**config.mk**
```make
export PLATFORM = sky130hd
export DESIGN_NAME = serial_addsub_ctrl
export DESIGN_NICKNAME = d
export VERILOG_FILES = /design/src/rtl/serial_addsub_ctrl.sv
export SDC_FILE = /design/constraint.sdc
export NUM_CORES = 1
export LEC_CHECK = 0
export CORE_ASPECT_RATIO = 0.5
export CORE_MARGIN = 2
export CORE_UTILIZATION = 36
export CTS_CLUSTER_DIAMETER = 100
export DETAILED_ROUTE_END_ITERATION = 6
export HOLD_SLACK_MARGIN = 0.15
export PLACE_DENSITY_LB_ADDON = 0.25
export SETUP_SLACK_MARGIN = 0.1
export SYNTH_ARGS = -nofsm -noshare
export SYNTH_HDL_FRONTEND = slang
export SYNTH_SLANG_ARGS = --single-unit
```
**constraint.sdc**
```tcl
create_clock -name clk -period 1.7 [get_ports clk]
set_clock_uncertainty 0.05 [all_clocks]
set_input_delay 0.17 -clock clk [delete_from_list [all_inputs] [get_ports clk]]
set_output_delay 0.17 -clock clk [all_outputs]
set_load 0.1 [all_outputs]
```
**src/rtl/serial_addsub_ctrl.sv**
```systemverilog
// Bit-serial add/subtract controller: one operand bit per clock through a
// controlled inverter and a 1-bit full adder, with start/done handshake.
module serial_addsub_ctrl #(
   parameter int WIDTH = 8
) (
   input  logic             clk,
   input  logic             reset_n,
   input  logic             start,
   input  logic             op,
   input  logic [WIDTH-1:0] a,
   input  logic [WIDTH-1:0] b,
   output logic             busy,
   output logic             done,
   output logic [WIDTH-1:0] result,
   output logic             carry_out,
   output logic             overflow
);

   localparam int CW = $clog2(WIDTH);

   typedef enum logic [1:0] {IDLE, RUN, DONE} stateT;

   stateT            r_state;
   stateT            w_nextState;
   logic [WIDTH-1:0] r_sa;
   logic [WIDTH-1:0] r_sb;
   logic             r_sop;
   logic             r_carry;
   logic [CW-1:0]    r_count;
   logic [WIDTH-1:0] r_result;
   logic             r_carryOut;
   logic             r_overflow;

   logic             w_bi;
   logic             w_sum;
   logic             w_carryNext;
   logic             w_lastBit;

   assign w_bi        = r_sop ? ~r_sb[0] : r_sb[0];
   assign w_sum       = r_sa[0] ^ w_bi ^ r_carry;
   assign w_carryNext = (r_sa[0] & w_bi) | (r_sa[0] & r_carry) | (w_bi & r_carry);
   assign w_lastBit   = (r_count == CW'(WIDTH - 1));

   always_ff @(posedge clk or negedge reset_n) begin
      if (!reset_n) begin
         r_state <= IDLE;
      end else begin
         r_state <= w_nextState;
      end
   end

   always_comb begin
      w_nextState = r_state;
      busy        = 1'b0;
      done        = 1'b0;
      case (r_state)
         IDLE: begin
            if (start) begin
               w_nextState = RUN;
            end
         end
         RUN: begin
            busy = 1'b1;
            if (w_lastBit) begin
               w_nextState = DONE;
            end
         end
         DONE: begin
            done        = 1'b1;
            w_nextState = IDLE;
         end
         default: begin
            w_nextState = IDLE;
         end
      endcase
   end

   // The result register doubles as the sum shift register; it fills from the MSB end.
   always_ff @(posedge clk or negedge reset_n) begin
      if (!reset_n) begin
         r_sa       <= '0;
         r_sb       <= '0;
         r_sop      <= 1'b0;
         r_carry    <= 1'b0;
         r_count    <= '0;
         r_result   <= '0;
         r_carryOut <= 1'b0;
         r_overflow <= 1'b0;
      end else begin
         case (r_state)
            IDLE: begin
               if (start) begin
                  r_sa       <= a;
                  r_sb       <= b;
                  r_sop      <= op;
                  r_carry    <= op;
                  r_count    <= '0;
                  r_result   <= '0;
                  r_carryOut <= 1'b0;
                  r_overflow <= 1'b0;
               end
            end
            RUN: begin
               r_carry  <= w_carryNext;
               r_result <= {w_sum, r_result[WIDTH-1:1]};
               r_sa     <= r_sa >> 1;
               r_sb     <= r_sb >> 1;
               r_count  <= r_count + CW'(1);
               // On the MSB, r_carry is the carry into the MSB.
               if (w_lastBit) begin
                  r_carryOut <= w_carryNext;
                  r_overflow <= r_carry ^ w_carryNext;
               end
            end
            default: begin
            end
         endcase
      end
   end

   assign result    = r_result;
   assign carry_out = r_carryOut;
   assign overflow  = r_overflow;

endmodule

```
==> impl_metrics.toml <==
[status]
outcome = "complete, no violations"

[critical_path]
reg2reg_depth = 4
r2r_endpoint = "overflow"
critPathTopFamily = "buffers and inverters"
regToRegStartpoint = "r_sop"
crit_slowest_cell = "dfrtp_2"
arrival_ns = 1.28
critical-path-max-stage-delay_ns = 0.42
timing.reg2reg.setup_slack_ns = 0.22
timing.critical_path.from_type = "register"
crit_path_end_kind = "primary output"
critical_path.cell_chain = "buf_4 > inv_1 > nor2_4 > buf_12"
setup_cp_type = "register to primary output"
worst-endpoint-required_ns = 1.48
path_buf_inv = 3
timing.critical_path.fanout_max = 10

[sta]
max-slew-margin-rel = 0.725
max_freq_mhz = 666
grt_setup_unrepaired = "no"
final-max-slew-violation-count = 0
hold_viol_final = 0
worst-slew-pin-transition_ns = 0.413
fin_setup_tns_ns = 0
holdWs_ns = 0.237
post-route-period-util = 0.883
final_period_minus_worst_setup_slack_ns = 1.50
setup_violations = 0

[logic_synthesis]
netlist.area_leader.share = 0.560
asyncSetResetFlopFracSynth = 1.00
synth_edf_count = 0
synth.yosys.seq_area_share = 0.560
synth-simple-area-share = 0.104
largest_family_of_logic_cells_by_synthesized_area = "compound AO/OA/AOI/OAI gates"
synth_compound_gate_area_share = 0.227
post_synth_xor_area_fraction = 0.0119
synth_warnings = 0
syn_inst_count = 132
syn_std_cell_area_um2 = 1470
synth_top_area_cell = "dfrtp_1"
synth.net_count = 155
post_synth_most_frequent_cells = "33 x dfrtp_1, 18 x nand2_1, 13 x a22oi_1, 11 x a22o_1"
postSynthRegisterBits = 33
synth.lib_cells_used.distinct = 28
synth_top_flop_cell = "dfrtp_1"
synth_area_per_cell_um2 = 11.2
synth_most_common_cell = "dfrtp_1"
post_synth_main_area_contributors = "dfrtp_1 56%, a22oi_1 6.6%, a22o_1 6.5%"
synthMuxAreaShare = 0.00764
yosys.area_share.adder = 0.0306

[routing]
route.detailed.drc = 0
antenna_violating_nets_post_route = 0
routedWlPerCell_um = 13.1
number_of_design_rule_violations_left_by_the_first_detailed_router_iteration = 48
detailed_route_via_count = 1118
routed_via_density = 4.99
firstDrtPassIters = 4
routed_wl_mm = 2.93

[global_route]
grt_antenna_before_repair = 0
grt_usage = 0.150
grt_pass1_vias = 1091
grt_overflow = 0
grt_pass1_wl_mm = 5.27
grt_start_max_net_pins = 34

[layout]
diodes = 0
drive_gt1_frac = 0.218
fillers = 375
final-seq-area_um2 = 828
multi_input_comb_area_um2 = 571
final_nets = 192
area_growth_syn_to_layout_pct = 40.2

[clock_network]
clk_root_buffer_cell = "clkbuf_8"
cts_max_level = 2
cts_buf_count = 5
clock_insertion_delay_worst_skew_ns = 0.28
cts_tree = "yes"
tritoncts_num_sinks = 33
clock_path_buffers = 2
clk_pin_slew_ns = 0.07

[place]
post-dp-hpwl_mm = 2.06
placement.io_buffers = 31
gp_congestion = 0.764

[flow_run]
max_cap_viol = 0

[floorplanning]
die_y_um = 49.2
floorplan.initialDensity = 0.376
io_pins = 32
core.rowCount = 16
die_width_um = 94.5
floorplan.core_area_um2 = 3920
die-area_um2 = 4650

[pwr]
power_density_over_the_cells_nw_per_um2 = 2060
peakVddDrop_mv = 0.635
leakage_nw = 0.900

[min_path]
hold_class = "input port to asynchronous set/reset pin"
==> metrics by stage <==
step / total power, W / setup WS [ns] / cell area [um2] / utilization / instances
detailed placement: 0.00369 / 0.0836 / 1970 / 0.502 / 215
CTS: 0.00427 / 0.112 / 2050 / 0.524 / 223
global route: 0.00453 / 0.119 / 2070 / 0.526 / 224
finish: 0.00425 / 0.199 / 2070 / 0.526 / 224
global placement: 0.00366 / 0.133 / 1970 / 0.502 / 215
floorplan: 0.00292 / 0.205 / 1480 / - / 132
==> how the worst max path moves through the flow <==
stage	from	end	slack, ns	cells after the start
after floorplan	r_sb[0]	overflow	0.20	4
after global placement	start	r_sop	0.13	3
after detailed placement	start	r_sop	0.08	3
after CTS	r_state[1]	done	0.11	4
after global routing	r_state[1]	done	0.12	4
final	r_state[1]	done	0.20	4
==> power by group <==
group | total (W) | switching [W] | internal, W | leakage, nW
sequential | 0.00137 | 0.000255 | 0.00111 | 0.425
combinational | 0.00233 | 0.00139 | 0.000940 | 0.430
clock | 0.000552 | 0.000269 | 0.000283 | 0.0450
==> layer usage <==
layer | GRT usage | part of all wire | vias up
li1 | - | - | 542
met1 | 0.213 | 0.50 | 550
met2 | 0.212 | 0.44 | 20
met3 | 0.0479 | 0.043 | 6
met4 | 0.0580 | 0.015 | 0
met5 | 0 | 0 | -
==> state kept, by name, summed over array words and instances (netlist names) <==
name       flops
carry_out      1
r_state        2
r_sa           8
r_count        3
r_carry        1
r_sop          1
r_sb           8
result         8
overflow       1
==> cells by family after synthesis <==
logic type | Yosys count
flip-flops | 33
XOR/XNOR | 2
AND/OR/NAND/NOR | 29
adder cells (fa/ha/maj) | 3
AO/OA/AOI/OAI | 49
multiplexers | 1
buffers and inverters | 15
==> what timing repair did <==
action | CTS | global route
gates cloned | 0 | 0
hold buffers | 0 | 0
endpoints found under the setup margin | 1 | 3
pin swaps | 0 | 0
setup buffers | 0 | 1
gates resized for setup | 1 | 2
==> cells in the final DEF (no fill, tap or decap), types with 3 or more instances in the layout <==
cell type | netlist | layout
a22oi_1 | 13 | 13
dfrtp_1 | 33 | 31
a21oi_1 | 3 | 3
o21ai_1 | 9 | 9
o21ai_0 | 9 | 9
clkdlybuf4s50_1 | 0 | 19
buf_4 | 3 | 9
inv_1 | 5 | 5
buf_12 | 0 | 12
nand2_1 | 18 | 18
a22o_1 | 11 | 11
clkbuf_8 | 0 | 5
==> cell type report <==
type	instances	area share
Tap cell	54	0.0327
Sequential cell	33	0.401
Timing Repair Buffer	40	0.241
Multi-Input combinational cell	84	0.276
Inverter	5	0.00909
Clock inverter	2	0.00485
Clock buffer	6	0.0351
(Power assumes the default switching activity.)
==> RTL change 1, RTL diff (same flow settings) <==
Set the parameter `WIDTH` to 16 (it was 8).
--- a/src/rtl/serial_addsub_ctrl.sv
+++ b/src/rtl/serial_addsub_ctrl.sv
@@ -3,3 +3,3 @@
 module serial_addsub_ctrl #(
-   parameter int WIDTH = 8
+   parameter int WIDTH = 16
 ) (
Interface: changed (resized a, b and result); port bits go from 32 to 56. The function was not compared with the original's and may differ.
==> RTL change 1 against the original RTL <==
- total power is 100% higher
- design area is 92% higher
- worst setup slack worse by 0.081 ns
- critical path depth stayed put
- register-to-register slack better by 0.04 ns
- area after synthesis is 86% higher
- sequential cell count is 25 higher
- largest power group unchanged
- routed wire length is 120% higher
- clock power grew to 3.0 times the old value
- maximum frequency is 5.1% lower
- largest cell class unchanged
- cell count is 87% higher
==> RTL change 1: results (changes against the original RTL) <==
Max IR drop VDD=1.378 mV (was 0.6352 mV); first-pass GRT wire length=10,910 µm (was 5271 µm); status=finished, final reports clean (unchanged); Buffers, non-clock=69 (was 40); crit path capture=busy (was done); hold_ws=0.3411 ns (was 0.2371 ns); WL met3=332 µm (was 125 µm); reg2reg start=r_sb[0] (was r_sop); met2 wire length=2921 µm (was 1290 µm); fraction of synthesized area in multiplexers=1.143% (was 0.7640%); crit path DAT=1.36 ns (was 1.28 ns); # clk buffers=14 (was 6); met3 usage=6.596% (was 4.791%); DP Worst Slack=0.1833 ns (was 0.08360 ns); RD Place Congestion=0.7210 (was 0.7643); grt met2 use=26.94% (was 21.19%); worst-margin pin slew=0.3081 ns (was 0.4126 ns); non-clock buffer share of cell area=23.91% (was 24.11%); register area=0.001451 mm² (was 828.3 µm²); met1 Usage GRT=21.26% (was 21.27%); htree depth=3 (was 2); WL final=6373 µm (was 2929 µm); CTS Sinks=58 (was 33); Critical Path Fanout Max=12 (was 10); Syn Nets=298 (was 155); DRT iter0 DRCs=114 (was 48); DPL Wire Length=3804 µm (was 2059 µm); M1 WL=3058 µm (was 1470 µm); sequential share of cell area=36.69% (was 40.10%); Crit-path slowest cell=dfrtp_1 (was dfrtp_2); Die Width=127.3 µm (was 94.49 µm); Root Buffer=clkbuf_16 (was clkbuf_8); synth top area cells=dfrtp_1, a22oi_1, nor2b_1 (was dfrtp_1, a22oi_1, a22o_1); XOR/XNOR share of the synthesized area=0.6399% (was 1.188%)
[RTL change 1: changes by cell type after synthesis, moves of 3 or more]
| cell | before | now |
|---|---|---|
| inv_1 | 5 | 2 |
| nor2b_1 | 2 | 30 |
| buf_6 | 2 | 7 |
| o21ai_1 | 9 | 32 |
| a22oi_1 | 13 | 30 |
| nand2_1 | 18 | 6 |
| a2bb2oi_1 | 0 | 3 |
| nand3_1 | 0 | 4 |
| a21oi_1 | 3 | 31 |
| a22o_1 | 11 | 16 |
| dfrtp_1 | 33 | 58 |
| clkbuf_1 | 1 | 8 |
| and2b_1 | 0 | 3 |
[RTL change 1: where the power goes]
part | leakage [nW] | internal [mW] | switching [mW] | total [mW]
Combinational | 0.766 | 1.82 | 2.55 | 4.38
Clock | 0.143 | 1.10 | 0.576 | 1.67
Sequential | 0.757 | 1.93 | 0.530 | 2.46
[RTL change 1: timing repair]
item	CTS	global route
cloned	1	1
gates resized for setup	1	1
hold buffers	1	0
endpoints found under the setup margin	2	2
buffers inserted	1	0
hold endpoints to repair	58	0
==> RTL change 2, RTL diff (same flow settings) <==
Made on the original files. Register the output `done`, with the module's reset; this adds one clock of latency there. The other outputs are not delayed to match.
--- a/src/rtl/serial_addsub_ctrl.sv
+++ b/src/rtl/serial_addsub_ctrl.sv
@@ -21,2 +21,4 @@
    typedef enum logic [1:0] {IDLE, RUN, DONE} stateT;
+
+   logic done_d;
 
@@ -54,3 +56,3 @@
       busy        = 1'b0;
-      done        = 1'b0;
+      done_d      = 1'b0;
       case (r_state)
@@ -68,3 +70,3 @@
          DONE: begin
-            done        = 1'b1;
+            done_d      = 1'b1;
             w_nextState = IDLE;
@@ -124,2 +126,10 @@
 
+   always_ff @(posedge clk or negedge reset_n) begin
+      if (!reset_n) begin
+         done <= '0;
+      end else begin
+         done <= done_d;
+      end
+   end
+
 endmodule
Function: changed (a bounded check fails within 10 cycles, from zero or initial values and one cycle with reset_n low).
==> RTL change 2 against the original RTL <==
- design area up 4.1%
- synthesized cell count up 0.76%
- total power rose by 9.1%
- first-iteration DRC count shrank 4.2%
- cell count up 2.2%
- sequential cell count grew 1
- worst setup slack got worse by 0.015 ns
- routed wire length increased by 6.7%
- hold slack is essentially flat
- area after synthesis increased by 1.8%
- combinational power is 7% higher
- largest power group unchanged
==> RTL change 2: results (changes against the original RTL) <==
synth top area cells=dfrtp_1, a22oi_1, a22o_1 (unchanged); post-CTS setup buffer count=0 (unchanged); Seq/Total Area, Yosys=56.71% (was 56.03%); met1 Usage GRT=19.43% (was 21.27%); register area=852.1 µm² (was 828.3 µm²); Slew headroom=71.30% (was 72.49%); clock network share of area=5.061% (was 3.998%); M1 WL=1495 µm (was 1470 µm); fraction of synthesized area in multiplexers=0.7506% (was 0.7640%); Layout Nets=197 (was 192); Multi-input gate area=563.0 µm² (was 570.5 µm²); Net Sw Frac=43.83% (was 44.98%); Comb power=2.49 mW (was 2.33 mW); Post-synth top cells=dfrtp_1, nand2_1, a22oi_1 (unchanged); LEAKAGE=0.9514 nW (was 0.8998 nW); FFs & Latches=34 (was 33); clk buf depth=2 (unchanged); complex-gate fraction of the synthesized area=22.27% (was 22.67%); Fillers=343 (was 375); RD Place Congestion=0.7184 (was 0.7643); met3 usage=4.587% (was 4.791%); crit path DAT=1.64 ns (was 1.28 ns); DRT iter0 DRCs=46 (was 48); clock network power share=15.6% (was 13.0%); Syn Nets=156 (was 155); FFs w/ async S/R, synth=100.0% (unchanged); first-pass GRT wire length=5409 µm (was 5271 µm); HP Class=in2async (unchanged); WL per Instance=13.65 µm (was 13.08 µm); Max IR drop VDD=0.7972 mV (was 0.6352 mV); largest net degree at the start of global routing=35 (was 34); vias per cell=5.013 (was 4.991); Buffers, non-clock=44 (was 40); status=finished, final reports clean (unchanged); Tot GR Track Use=15.09% (was 14.98%); met2 wire length=1488 µm (was 1290 µm); Non-clk invs=5 (unchanged); WL met3=120 µm (was 125 µm); # clk buffers=5 (was 6); share of cells above drive strength 1=22.86% (was 21.76%); XOR/XNOR share of the synthesized area=1.168% (was 1.188%); vias in the first global route=1,180 (was 1,091); Root Buffer=clkbuf_8 (unchanged); Critical Path Fanout Max=3 (was 10); grt met2 use=23.83% (was 21.19%); Cell variety after synth=27 (was 28); DPL Wire Length=2133 µm (was 2059 µm); non-clock buffer share of cell area=25.13% (was 24.11%); Post-Synth Adder-Cell Area=3.003% (was 3.056%)
RTL change 2: worst max-delay path, stage by stage, from the launching register on:
cell,delay [ns]
dfrtp_1,0.40
xnor2_1,0.16
fa_2,0.38
xnor2_1,0.14
a221o_1,0.28
RTL change 2: final timing paths:
path / start / to / slack [ns] / cells past startpoint
worst max-delay path: r_sop / overflow / 0.18 / 4
worst min-delay path: reset_n / done / 0.24 / 2
worst max register to register: r_sop / overflow / 0.18 / 4
worst min register to register: r_sb[5] / r_sb[5] / 0.43 / 2
max in group asynchronous: reset_n / r_state[0] / 1.03 / 2
min in group clk: r_sb[5] / r_sb[5] / 0.43 / 2
RTL change 2: per-stage QoR:
step                setup WS, ns  instances  total power, mW  instance area, µm²
CTS                       0.1262        227            4.645                2133
global route              0.1425        229            4.899                2151
finish                    0.1847        229            4.631                2151
global placement          0.1528        219            3.850                2023
floorplan                 0.2046        133            3.033                1500
detailed placement        0.1281        219            3.896                2023
